--- src/rtl/arb_pkg.sv ---
// Shared types and default widths for the dual-issue data-memory arbiter.
package arb_pkg;

  localparam int unsigned ARB_AW = 9;
  localparam int unsigned ARB_DW = 16;
  localparam int unsigned ARB_CW = 16;

  typedef enum logic {
    IDLE,
    SERVE_P1
  } arb_state_t;

endpackage

--- src/rtl/sat_counter.sv ---
// Saturating up-counter with synchronous active-high reset and increment enable.
module sat_counter #(
  parameter int unsigned CW = 16
) (
  input  logic          i_clk,
  input  logic          i_reset,
  input  logic          i_inc,
  output logic [CW-1:0] o_count
);

  logic [CW-1:0] r_count;
  logic [CW-1:0] w_count_next;

  always_comb begin
    w_count_next = r_count;
    if (i_inc && (r_count != {CW{1'b1}})) begin
      w_count_next = r_count + 1'b1;
    end
  end

  always_ff @(posedge i_clk) begin
    if (i_reset) begin
      r_count <= '0;
    end else begin
      r_count <= w_count_next;
    end
  end

  assign o_count = r_count;

endmodule

--- src/rtl/dual_issue_mem_arbiter.sv ---
// Serializes p0/p1 accesses onto one single-port data RAM, p0 first in program order.
// Optional ARB_STLD_FWD_EN: same-address p0 STR + p1 LDR is granted together with store forwarding.
module dual_issue_mem_arbiter
  import arb_pkg::*;
#(
  parameter int unsigned AW = ARB_AW,
  parameter int unsigned DW = ARB_DW,
  parameter int unsigned CW = ARB_CW
) (
  input  logic          i_clk,
  input  logic          i_reset,
  input  logic          i_p0_req,
  input  logic          i_p0_write,
  input  logic [AW-1:0] i_p0_addr,
  input  logic [DW-1:0] i_p0_wdata,
  input  logic          i_p1_req,
  input  logic          i_p1_write,
  input  logic [AW-1:0] i_p1_addr,
  input  logic [DW-1:0] i_p1_wdata,
  output logic          o_p0_gnt,
  output logic          o_p1_gnt,
  output logic          o_p0_rvalid,
  output logic          o_p1_rvalid,
  output logic [DW-1:0] o_p0_rdata,
  output logic [DW-1:0] o_p1_rdata,
  output logic          o_stall,
  output logic [AW-1:0] o_mem_addr,
  output logic          o_mem_write,
  output logic [DW-1:0] o_mem_din,
  input  logic [DW-1:0] i_mem_dout,
  output logic [CW-1:0] o_conflict_cnt
);

  arb_state_t    r_state;
  arb_state_t    w_state_next;
  logic          w_p0_gnt;
  logic          w_p1_gnt;
  logic          w_stall;
  logic          w_conflict;
  logic          w_fwd;
  logic          r_p0_rvalid;
  logic          r_p1_rvalid;
  logic          r_p1_fwd;
  logic [DW-1:0] r_fwd_data;
  logic [DW-1:0] r_p0_rdata;
  logic [DW-1:0] r_p1_rdata;

`ifdef ARB_STLD_FWD_EN
  assign w_fwd = i_p0_req && i_p0_write && i_p1_req && !i_p1_write && (i_p0_addr == i_p1_addr);
`else
  assign w_fwd = 1'b0;
`endif

  // Everything is gated by reset so a pending p1 store is never issued in the reset cycle.
  always_comb begin
    w_state_next = r_state;
    w_p0_gnt     = 1'b0;
    w_p1_gnt     = 1'b0;
    w_stall      = 1'b0;
    w_conflict   = 1'b0;
    if (!i_reset) begin
      unique case (r_state)
        IDLE: begin
          if (i_p0_req && i_p1_req) begin
            w_p0_gnt = 1'b1;
            if (w_fwd) begin
              w_p1_gnt = 1'b1;
            end else begin
              w_stall      = 1'b1;
              w_conflict   = 1'b1;
              w_state_next = SERVE_P1;
            end
          end else begin
            w_p0_gnt = i_p0_req;
            w_p1_gnt = i_p1_req;
          end
        end
        SERVE_P1: begin
          w_p1_gnt     = i_p1_req;
          w_state_next = IDLE;
        end
        default: w_state_next = IDLE;
      endcase
    end
  end

  // In the forwarding case p0 owns the RAM port; p1 is served from r_fwd_data.
  always_comb begin
    o_mem_addr  = '0;
    o_mem_write = 1'b0;
    o_mem_din   = '0;
    if (w_p0_gnt) begin
      o_mem_addr  = i_p0_addr;
      o_mem_write = i_p0_write;
      o_mem_din   = i_p0_wdata;
    end else if (w_p1_gnt) begin
      o_mem_addr  = i_p1_addr;
      o_mem_write = i_p1_write;
      o_mem_din   = i_p1_wdata;
    end
  end

  always_ff @(posedge i_clk) begin
    if (i_reset) begin
      r_state     <= IDLE;
      r_p0_rvalid <= 1'b0;
      r_p1_rvalid <= 1'b0;
      r_p1_fwd    <= 1'b0;
      r_fwd_data  <= '0;
      r_p0_rdata  <= '0;
      r_p1_rdata  <= '0;
    end else begin
      r_state     <= w_state_next;
      r_p0_rvalid <= w_p0_gnt && !i_p0_write;
      r_p1_rvalid <= w_p1_gnt && !i_p1_write;
      r_p1_fwd    <= w_fwd;
      if (w_fwd) begin
        r_fwd_data <= i_p0_wdata;
      end
      r_p0_rdata  <= o_p0_rdata;
      r_p1_rdata  <= o_p1_rdata;
    end
  end

  assign o_p0_rdata = r_p0_rvalid ? i_mem_dout : r_p0_rdata;
  assign o_p1_rdata = r_p1_rvalid ? (r_p1_fwd ? r_fwd_data : i_mem_dout) : r_p1_rdata;

  assign o_p0_gnt    = w_p0_gnt;
  assign o_p1_gnt    = w_p1_gnt;
  assign o_p0_rvalid = r_p0_rvalid;
  assign o_p1_rvalid = r_p1_rvalid;
  assign o_stall     = w_stall;

  sat_counter #(
    .CW(CW)
  ) u_conflict_cnt (
    .i_clk   (i_clk),
    .i_reset (i_reset),
    .i_inc   (w_conflict),
    .o_count (o_conflict_cnt)
  );

endmodule

--- config.mk ---
export PLATFORM = sky130hd
export DESIGN_NAME = dual_issue_mem_arbiter
export DESIGN_NICKNAME = d
export VERILOG_FILES = /design/src/rtl/arb_pkg.sv /design/src/rtl/sat_counter.sv /design/src/rtl/dual_issue_mem_arbiter.sv
export SDC_FILE = /design/constraint.sdc
export NUM_CORES = 1
export LEC_CHECK = 0
export BUFFER_PORTS_ARGS = -buffer_cell sky130_fd_sc_hd__buf_2
export CAP_MARGIN = 20
export CORE_UTILIZATION = 46
export CTS_CLUSTER_SIZE = 20
export DETAILED_ROUTE_END_ITERATION = 10
export PLACE_DENSITY = 0.86
export SYNTH_ARGS = -nofsm -noshare
export SYNTH_HDL_FRONTEND = slang
export SYNTH_SLANG_ARGS = --single-unit
--- constraint.sdc ---
create_clock -name i_clk -period 4.3 [get_ports i_clk]
set_input_delay 0.86 -clock i_clk [delete_from_list [all_inputs] [get_ports i_clk]]
set_output_delay 0.86 -clock i_clk [all_outputs]
set_load 0.01 [all_outputs]
# After elaboration in Yosys (flattened, before gate mapping)

Index checks and enable logic that the tools add are counted.

Logic and storage cells: 33
Memories kept: 0
Flip-flop bits (word level): 51
Output and inout bits: 79
Memory bits (writable): 0
Input port bits: 72
Latch bits: 0
Bits in read-only memories: 0

Shifts and indexed selects: 0
Bitwise gates (word level): 1
Muxes and demuxes: 18
$mul: 0
Div/mod/pow operators: 0
$lt $le $gt $ge: 0
Reductions and logical operators: 6
Add/sub/neg operators: 1
Equal/unequal tests: 1

Operators by type and width:

| operator              | number |
|---|---|
| $mux 16               | 4 |
| $mux 9                | 2 |
| $add 16x1->16 const B | 1 |
| $ne 16x16->1 const B  | 1 |
| $mux 1                | 10 |
| $logic_and 1x1->1     | 4 |
| $pmux 1 s2            | 2 |
| $logic_not 1->1       | 2 |
| $not 1->1             | 1 |

# Depth between registers and ports, before layout

Gate-level depths: netlist (run 1).

Depth after elaboration: 6
Mapped depth: 6

# By module

From an unflattened synthesis (run 1), not the netlist that was laid out.

Cell total of the unflattened synthesis: 304
Area, all modules: 2,857.7 um^2

By module, submodules not included:

| module                 | instances | seq. area each (um^2) | cells an instance | area an instance (um^2) |
|---|---|---|---|---|
| dual_issue_mem_arbiter | 1         | 700.7                 | 205               | 2,009.4 |
| sat_counter            | 1         | 320.3                 | 99                | 848.3 |

# Least setup slack after synthesis (run 1)

No wires, ideal clock.

Path type: input to output
Start: in i_reset
End: out o_mem_addr[0]
Buffers on the path: 3
Slack: 1.304 ns
Stages: 6
Arrival: 2.136 ns
Data required time: 3.440 ns
Cell sequence: buf_2 -> inv_1 -> and3_1 -> clkbuf_1 -> clkbuf_1 -> a22o_1

Word-level cells in the longest chain between the ends: 3
Elaborated cells between the ends (all ways): 4

Ends and longest elaborated chain:

| element            | line                         | source |
|---|---|---|
| start: declaration | dual_issue_mem_arbiter.sv:11 | `input logic i_reset,` |
| $mux 1             | dual_issue_mem_arbiter.sv:61 | `if (!i_reset) begin` |
| named net o_p1_gnt | dual_issue_mem_arbiter.sv:21 | `output logic o_p1_gnt,` |
| $mux 9             | dual_issue_mem_arbiter.sv:96 | `end else if (w_p1_gnt) begin` |
| $mux 9             | dual_issue_mem_arbiter.sv:92 | `if (w_p0_gnt) begin` |
| end: declaration   | dual_issue_mem_arbiter.sv:27 | `output logic [AW-1:0] o_mem_addr,` |

The timed path passes the listed nets, and every way through them passes these cells.

# Worst setup path after layout (run 1)

Start: in i_reset
End: out o_mem_din[6]

Word-level cells in the longest chain between the ends: 3
Elaborated cells between the ends (all ways): 4

Ends and longest elaborated chain:

| element          | line                         | source |
|---|---|---|
| $mux 1           | dual_issue_mem_arbiter.sv:61 |  |
| $mux 16          | dual_issue_mem_arbiter.sv:96 |  |
| $mux 16 *        | dual_issue_mem_arbiter.sv:92 |  |
| end: declaration | dual_issue_mem_arbiter.sv:29 | `output logic [DW-1:0] o_mem_din,` |

Mark *: on every way between the ends. The rest lies on a longest branch, timed or not.

==> results.toml, run 1 <==
[setup_path]
critPathArrivalTime_ns = 2.05
worstReg2RegEnd = "u_conflict_cnt.o_count[15]"
startpoint_type = "primary input"
path_max_fanout = 22
crit_type = "primary input to output port"
cp-startpoint = "i_reset"
crit_end = "o_mem_din[6]"
crit-reg2reg-launch = "r_state"
critPathRequiredTime_ns = 3.44
end_kind = "output port"
r2r_slack_ns = 2.47
rr_worst_depth = 4

[route]
dr_total_vias = 2387
wl_per_cell_um = 13.81
drtIter0Drc = 73
routed_wl_um = 6185
viasPerCell = 5.328
drt_drc_violations_left = 0
drtPass1Iterations = 4
postRouteAntennaNets = 0

[die]
die_h_um = 74.06
dieArea_um2 = 5485
core_area_um2 = 4848
rows = 25
die_width_um = 74.06
initial_utilization = 0.4926
ioPinCount = 151

[power_and_ir_drop]
comb_power_share = 0.149
switching_share = 0.2338
p_seq_frac = 0.502
powerDensity_nw_per_um2 = 295.6
p_sw_uw = 228.2
ir_drop_mv = 0.2179
power.internal_uw = 747.9
leakagePower_uw = 0.001695
clkPwrFrac = 0.350

[run]
maxCapViolations = 0

[timing]
worstMarginPinSlew_ns = 0.8189
timing.final.crit_share = 0.6772
final_max_slew_viol_count = 0
rsz0062_at_grt = "no"
report.final.hold_viol_count = 0
tns_ns = 0
finalSetupViolations = 0
fmaxAchievable_ghz = 0.3434
fin_crit_ns = 2.912
max-slew-margin-rel = 0.4533
finalClockSkew_ns = 0.007222

[hold_path]
min-delay-path-class = "register to register"

[finish]
antenna_cells = 0
stdcell_count = 448
fin_nets = 453
drive_above_1_share = 0.5144
layout_common_cells = "150 x buf_2, 51 x dfxtp_1, 32 x mux2_2, 32 x and2_1, 26 x a22o_1"
final_common_cell = "buf_2"
area_growth_pct = 38.24

[placed_design]
place_inst = 440
routabilityCongestion = 0.7619
io_buffers = 150
dp_hpwl_um = 4736

[yosys]
synth-seq-cells = 51
syn_area_um2 = 2389
synthCells = 235
synth_nets = 308
syn_area_per_cell_um2 = 10.16
yosys_warnings = 0
synth_cell_type_count = 35
ys_seq_area_frac = 0.4274

[clock_tree]
clock-sinks = 51
htreeDepth = 2
ctsResizeCount = 0
numCtsBuffers = 5
insertion_delay_ns = 0.30
cts_max_path_buffers = 2
hold_buffers = 0
clock_tree.root_cell = "clkbuf_8"
post-cts-setup-buffers = 0
cts_tree = "yes"
cts.clk_slew.worst_paths_ns = 0.09

[global_routing]
grt_pass1_vias = 2228
overflow = 0
grt_pass1_wl_um = 9708
grt_usage = 0.2278
antenna_found_initial = 0
grt_max_degree = 37

[status]
status = "finished, final reports clean"
-- how the worst min path moves through the flow --
stage	startpoint	end	slack, ns	cells after the start
3_5_place_dp	r_state	r_state	0.46	1
3_3_place_gp	r_state	r_state	0.42	1
2_1_floorplan	r_state	r_state	0.41	1
5_1_grt	r_state	r_state	0.49	1
6_report	r_state	r_state	0.48	1
4_1_cts	r_state	r_state	0.48	1
-- cell usage after synthesis --
library cell	number	share of area
nand4_2	2	0.010
and4_1	2	0.0073
o31ai_1	4	0.013
inv_1	1	0.0016
o41ai_4	1	0.012
mux2i_1	2	0.0084
nor2b_1	1	0.0026
ha_1	1	0.0052
clkbuf_1	13	0.020
buf_4	1	0.0031
or3_1	5	0.013
mux2_2	32	0.15
nand3_1	6	0.013
and3_1	3	0.0079
a22o_1	26	0.095
o311ai_1	1	0.0037
o41ai_1	1	0.0037
o311ai_0	1	0.0037
o211ai_1	1	0.0031
xor2_1	2	0.0073
nand2b_1	1	0.0026
nand4_1	4	0.010
o21a_1	2	0.0063
nor3_1	4	0.0084
and4bb_1	1	0.0052
nand2_1	7	0.011
a21oi_1	9	0.019
dfxtp_1	51	0.43
o21ai_0	5	0.010
or4_1	4	0.013
buf_2	1	0.0021
nor2_1	6	0.0094
nor4_1	1	0.0026
nor4bb_1	1	0.0042
and2_1	32	0.084
-- registers in the layout, indices dropped and copies added, names as in the netlist --
register                flops
o_p1_rvalid                 1
r_p0_rdata                 16
o_p0_rvalid                 1
u_conflict_cnt.o_count     16
r_p1_rdata                 16
r_state                     1
-- kinds of logic (layout without fill, tap and decap cells) --
group / Yosys count / in the layout / share of synthesized area
XOR/XNOR: 2 / 2 / 0.007335
multiplexers: 34 / 34 / 0.1592
AO/OA/AOI/OAI: 51 / 51 / 0.1692
adder cells (fa/ha/maj): 1 / 1 / 0.005238
AND/OR/NAND/NOR: 80 / 80 / 0.2043
buffers and inverters: 16 / 162 / 0.02724
flip-flops: 51 / 51 / 0.4274
-- final cells by class --
| type | count | area (um2) |
|---|---|---|
| sequential | 51 | 1021 |
| timing repair buffer | 153 | 773.2 |
| clock buffer | 6 | 82.58 |
| clock inverter | 2 | 35.03 |
| tap | 67 | 83.83 |
| inverter | 1 | 3.754 |
| multi-input combinational | 168 | 1303 |
| fill | 398 | 1546 |
-- critical path, cell delays in order --
cell and delay (ns):
buf_2 0.20, inv_1 0.10, and3_1 0.29, buf_4 0.29
a22o_1 0.17, buf_2 0.13
-- metal layers --
| metal | part of all wire | track usage |
|---|---|---|
| met5 | 0 | 0 |
| met4 | 0.012 | 0.08120 |
| met3 | 0.062 | 0.04878 |
| met2 | 0.53 | 0.4404 |
| met1 | 0.40 | 0.2402 |
-- metrics by stage --
| step | hold slack [ns] | utilization | instance area [um2] | power [uW] | setup slack, ns |
|---|---|---|---|---|---|
| finish | 0.4769 | 0.6810 | 3302 | 976.1 | 1.388 |
| global route | 0.4914 | 0.6810 | 3302 | 1015 | 1.236 |
| CTS | 0.4770 | 0.6810 | 3302 | 984.4 | 1.381 |
| detailed placement | 0.4631 | 0.6568 | 3184 | 646.3 | 1.386 |
| global placement | 0.4164 | 0.6568 | 3184 | 642.9 | 1.393 |
| floorplan | 0.4053 | - | 2389 | 573.8 | 1.304 |
-- power by group through the flow --
stage / Sequential [uW] / Combinational (uW) / Clock (uW)
global placement: 500 / 143 / 0
floorplan: 496 / 77.4 / 0
finish: 490 / 145 / 341
global route: 491 / 158 / 365
detailed placement: 501 / 146 / 0
CTS: 490 / 146 / 349
Note: power is estimated with default switching activity, not from simulation.
==> run 2, diff against run 1 <==
--- a/config.mk
+++ b/config.mk
@@ -7,10 +7,10 @@
 export LEC_CHECK = 0
 export BUFFER_PORTS_ARGS = -buffer_cell sky130_fd_sc_hd__buf_2
 export CAP_MARGIN = 20
-export CORE_UTILIZATION = 46
+export CORE_UTILIZATION = 42
 export CTS_CLUSTER_SIZE = 20
 export DETAILED_ROUTE_END_ITERATION = 10
-export PLACE_DENSITY = 0.86
+export PLACE_DENSITY = 0.79
 export SYNTH_ARGS = -nofsm -noshare
 export SYNTH_HDL_FRONTEND = slang
 export SYNTH_SLANG_ARGS = --single-unit
==> constraint.sdc (replaced) <==
create_clock -name i_clk -period 2.89 [get_ports i_clk]
set_input_delay 0.578 -clock i_clk [delete_from_list [all_inputs] [get_ports i_clk]]
set_output_delay 0.578 -clock i_clk [all_outputs]
set_load 0.01 [all_outputs]
==> run 2 against run 1 <==
  * Final cell count rose by 1.3%
  * First-iteration DRC count fell by 19%
  * Count of clock-buffer cells in the layout did not move
  * Sequential cell count did not move
  * Sequential share of layout area barely moved
  * Hold slack got worse by 0.011 ns
  * Die area rose by 9.3%
  * Critical path depth fell by 1
==> results.toml, run 2 (synthesis gave the netlist of run 1 again) <==
[clock_tree]
cts_max_path_buffers = 2
cts.clk_slew.worst_paths_ns = 0.08
cts_tree = "yes"
insertion_delay_ns = 0.30
hold_buffers = 0
post-cts-setup-buffers = 0
numCtsBuffers = 5
ctsResizeCount = 0
clock_tree.root_cell = "clkbuf_8"
clock-sinks = 51
htreeDepth = 2

[setup_path]
critPathRequiredTime_ns = 2.31
critPathMostFrequentCell = "buf_2"
end_kind = "output port"
critPathArrivalTime_ns = 2.02
slowest_delay_ns = 0.75
crit_type = "primary input to output port"
cp_slowest_cell = "and3_1"
path_max_fanout = 28
path_buf_inv = 3
path_cells = "buf_2 -> inv_1 -> and3_1 -> a22o_1 -> buf_2"
startpoint_type = "primary input"
crit_family = "simple AND/OR/NAND/NOR gates"

[finish]
utilization = 0.5987
antenna_cells = 0
fin_nets = 454
layout_common_cells = "150 x buf_2, 51 x dfxtp_1, 32 x mux2_2, 32 x and2_1, 26 x a22o_1"
seq_area_um2 = 1021
multi_input_area_um2 = 1303
n_fill_cell = 503
drive_above_1_share = 0.5157
area_growth_pct = 38.03
final_common_cell = "buf_2"

[route]
viasPerCell = 5.108
drtPass1Iterations = 4
drtIter0Drc = 59
wl_per_cell_um = 13.38
drt_drc_violations_left = 0
postRouteAntennaNets = 0
dr_total_vias = 2319
routed_wl_um = 6075

[die]
ioPinCount = 151
dieArea_um2 = 5992
rows = 27
die_h_um = 77.41
die_width_um = 77.41
initial_utilization = 0.4338
core_area_um2 = 5507

[power_and_ir_drop]
ir_drop_mv = 0.2054
leakagePower_uw = 0.001687
powerDensity_nw_per_um2 = 415.1

[hold_path]
min-delay-path-class = "register to register"

[global_routing]
antenna_found_initial = 0
grt_max_degree = 37
grt_pass1_wl_um = 10150
overflow = 0
grt_pass1_vias = 2300
grt_usage = 0.2100

[placed_design]
io_buffers = 150
dp_hpwl_um = 4656
routabilityCongestion = 0.8901

[timing]
report.final.hold_viol_count = 0
tns_ns = 0
worstMarginPinSlew_ns = 0.9038
fin_crit_ns = 2.598
max-slew-margin-rel = 0.3975
fmaxAchievable_ghz = 0.3850
rsz0062_at_grt = "no"
finalSetupViolations = 0
timing.final.crit_share = 0.8988
finalClockSkew_ns = 0.009092
final_max_slew_viol_count = 0

[status]
status = "finished, final reports clean"

[run]
maxCapViolations = 0
-- run 2: changes by cell type in the layout (fill, tap and decap cells not counted) --
cell / before / now
clkinv_4: 0 / 1
bufinv_16: 1 / 0
clkinvlp_4: 0 / 1
clkinv_2: 1 / 0
buf_4: 3 / 4
-- run 2: stage by stage --
| step | worst slack (ns) | cell area, um2 | hold WS, ns | power [uW] | std cells |
|---|---|---|---|---|---|
| CTS | 0.2587 | 3297 | 0.4570 | 1385 | 454 |
| floorplan | 0.4576 | 2389 | 0.4053 | 853.7 | 235 |
| finish | 0.2925 | 3297 | 0.4658 | 1369 | 454 |
| global placement | 0.3137 | 3198 | 0.4140 | 957.4 | 446 |
| global route | 0.1602 | 3297 | 0.4586 | 1428 | 454 |
| detailed placement | 0.2809 | 3198 | 0.4444 | 963.1 | 446 |
-- run 2: final cells by class --
cell class,count,area share
clock buffers,6,0.02505
clock inverters,2,0.004934
inverters,1,0.001139
multi-input cells,168,0.3951
flip-flops and latches,51,0.3097
well taps,72,0.02732
repair buffers,154,0.2368
-- run 2: report_power, final --
part / switching [uW] / total (uW) / internal, uW
sequential: 4.94 / 722 / 717
combinational: 107 / 222 / 116
clock: 228 / 424 / 196
-- run 2: layer usage --
layer  vias up  track usage  wire (um)
met5         -            0          0
met2        92       0.4080       3133
li1       1162            -          -
met3         2      0.04941        392
met4         0      0.05094         30
met1      1063       0.2247       2519
-- run 2: worst paths after layout --
check | start | to | slack, ns | cells after the start
hold / removal | r_state | r_state | 0.47 | 1
setup / recovery | i_reset | o_mem_addr[1] | 0.29 | 5
setup reg to reg | u_conflict_cnt.o_count[0] | u_conflict_cnt.o_count[1] | 1.08 | 5
hold reg to reg | r_state | r_state | 0.47 | 1
==> run 3, diff against run 2 <==
--- a/config.mk
+++ b/config.mk
@@ -11,6 +11,7 @@
 export CTS_CLUSTER_SIZE = 20
 export DETAILED_ROUTE_END_ITERATION = 10
 export PLACE_DENSITY = 0.79
+export RECOVER_POWER = 25
 export SYNTH_ARGS = -nofsm -noshare
 export SYNTH_HDL_FRONTEND = slang
 export SYNTH_SLANG_ARGS = --single-unit
==> run 3 against run 2 <==
  * Global-route usage unchanged
  * Clock power about the same
  * Register-to-register slack barely moved
  * Design area decreased by 0.23%
  * Sequential cell count stayed put
  * Maximum frequency about the same
  * First-iteration DRC count fell by 25%
  * Combinational power is essentially flat
  * Sequential share of layout area grew 0.071 points
==> results.toml, run 3 (synthesis gave the netlist of run 1 again) <==
[timing]
tns_ns = 0
rsz0062_at_grt = "no"
report.final.hold_viol_count = 0
final_max_slew_viol_count = 0
worst_slack_ns = 0.2903
finalClockSkew_ns = 0.008889
timing.final.crit_share = 0.8995
finalSetupViolations = 0
fmaxAchievable_ghz = 0.3847
worstMarginPinSlew_ns = 1.010
fin_crit_ns = 2.600
max-slew-margin-rel = 0.3268

[setup_path]
cp_slowest_cell = "and3_1"
path_cells = "buf_2 -> inv_1 -> and3_1 -> a22o_1 -> buf_2"
critPathMostFrequentCell = "buf_2"
startpoint_type = "primary input"
end_kind = "output port"
crit_type = "primary input to output port"
path_max_fanout = 28
critPathArrivalTime_ns = 2.02
slowest_delay_ns = 0.75
critPathRequiredTime_ns = 2.31

[global_routing]
grt_usage = 0.2100
grt_pass1_vias = 2300
overflow = 0
antenna_found_initial = 0
grt_max_degree = 37
grt_pass1_wl_um = 10150

[clock_tree]
cts_tree = "yes"
htreeDepth = 2
insertion_delay_ns = 0.30
clock_tree.root_cell = "clkbuf_8"
cts_max_path_buffers = 2
clock-sinks = 51
cts.clk_slew.worst_paths_ns = 0.08
post-cts-setup-buffers = 0
hold_buffers = 0
ctsResizeCount = 0
numCtsBuffers = 5

[placed_design]
post-place-ws_ns = 0.2809
routabilityCongestion = 0.8901
place_inst = 446
dp_hpwl_um = 4656
io_buffers = 150

[finish]
n_fill_cell = 505
final_common_cell = "buf_2"
layout_common_cells = "150 x buf_2, 51 x dfxtp_1, 28 x and2_1, 26 x a22o_1, 22 x mux2_2"
utilization = 0.5974
stdcell_count = 454
drive_above_1_share = 0.4843
fin_nets = 454
area_growth_pct = 37.72
antenna_cells = 0

[die]
die_width_um = 77.41
ioPinCount = 151
rows = 27
dieArea_um2 = 5992
core_area_um2 = 5507
initial_utilization = 0.4338
die_h_um = 77.41

[hold_path]
min-delay-path-class = "register to register"

[power_and_ir_drop]
leakagePower_uw = 0.001685
ir_drop_mv = 0.2055
powerDensity_nw_per_um2 = 415.4

[route]
drt_drc_violations_left = 0
wl_per_cell_um = 13.37
dr_total_vias = 2324
postRouteAntennaNets = 0
viasPerCell = 5.119
drtIter0Drc = 44
routed_wl_um = 6069
drtPass1Iterations = 4

[run]
maxCapViolations = 0

[status]
status = "finished, final reports clean"
[run 3: area by class of cell]
cell class                 instances  area, um2  area share
sequential                        51       1021      0.3104
clock buffer                       6      82.58     0.02510
multi-input combinational        168       1303      0.3960
timing repair buffer             154      773.2      0.2351
clock inverter                     2      16.27    0.004945
tap                               72      90.09     0.02739
inverter                           1      3.754    0.001141
[run 3: power by group]
part	switching (uW)	leakage, uW	internal, uW
combinational	107	0.00123	113
clock	229	0.0000474	196
sequential	4.81	0.000413	717
[run 3: stage by stage]
step | instance area, um2 | hold WS [ns] | total power (uW)
floorplan | 2389 | 0.4053 | 853.7
global placement | 3198 | 0.4140 | 957.4
detailed placement | 3198 | 0.4444 | 963.1
CTS | 3297 | 0.4570 | 1385
global route | 3289 | 0.4586 | 1425
finish | 3289 | 0.4659 | 1366
[run 3: worst max-delay path: cells and delay by family]
kind	cells	cell delay, ns
and+or+nand+nor	1	0.75
buffers and inverters	3	0.43
AOI/OAI and AO/OA	1	0.25
[run 3: metal layers]
layer | vias up | track usage | wire length (um)
met2 | 94 | 0.4080 | 3124
met4 | 0 | 0.05094 | 30
met3 | 2 | 0.04941 | 404
li1 | 1162 | - | -
met1 | 1066 | 0.2247 | 2509
met5 | - | 0 | 0
[run 3: path summary, 6_finish.rpt]
path / end / cells after the start / slack [ns] / from
setup / recovery: o_mem_addr[1] / 5 / 0.29 / i_reset
setup reg to reg: u_conflict_cnt.o_count[1] / 5 / 1.08 / u_conflict_cnt.o_count[1]
hold / removal: r_state / 1 / 0.47 / r_state
hold reg to reg: r_state / 1 / 0.47 / r_state
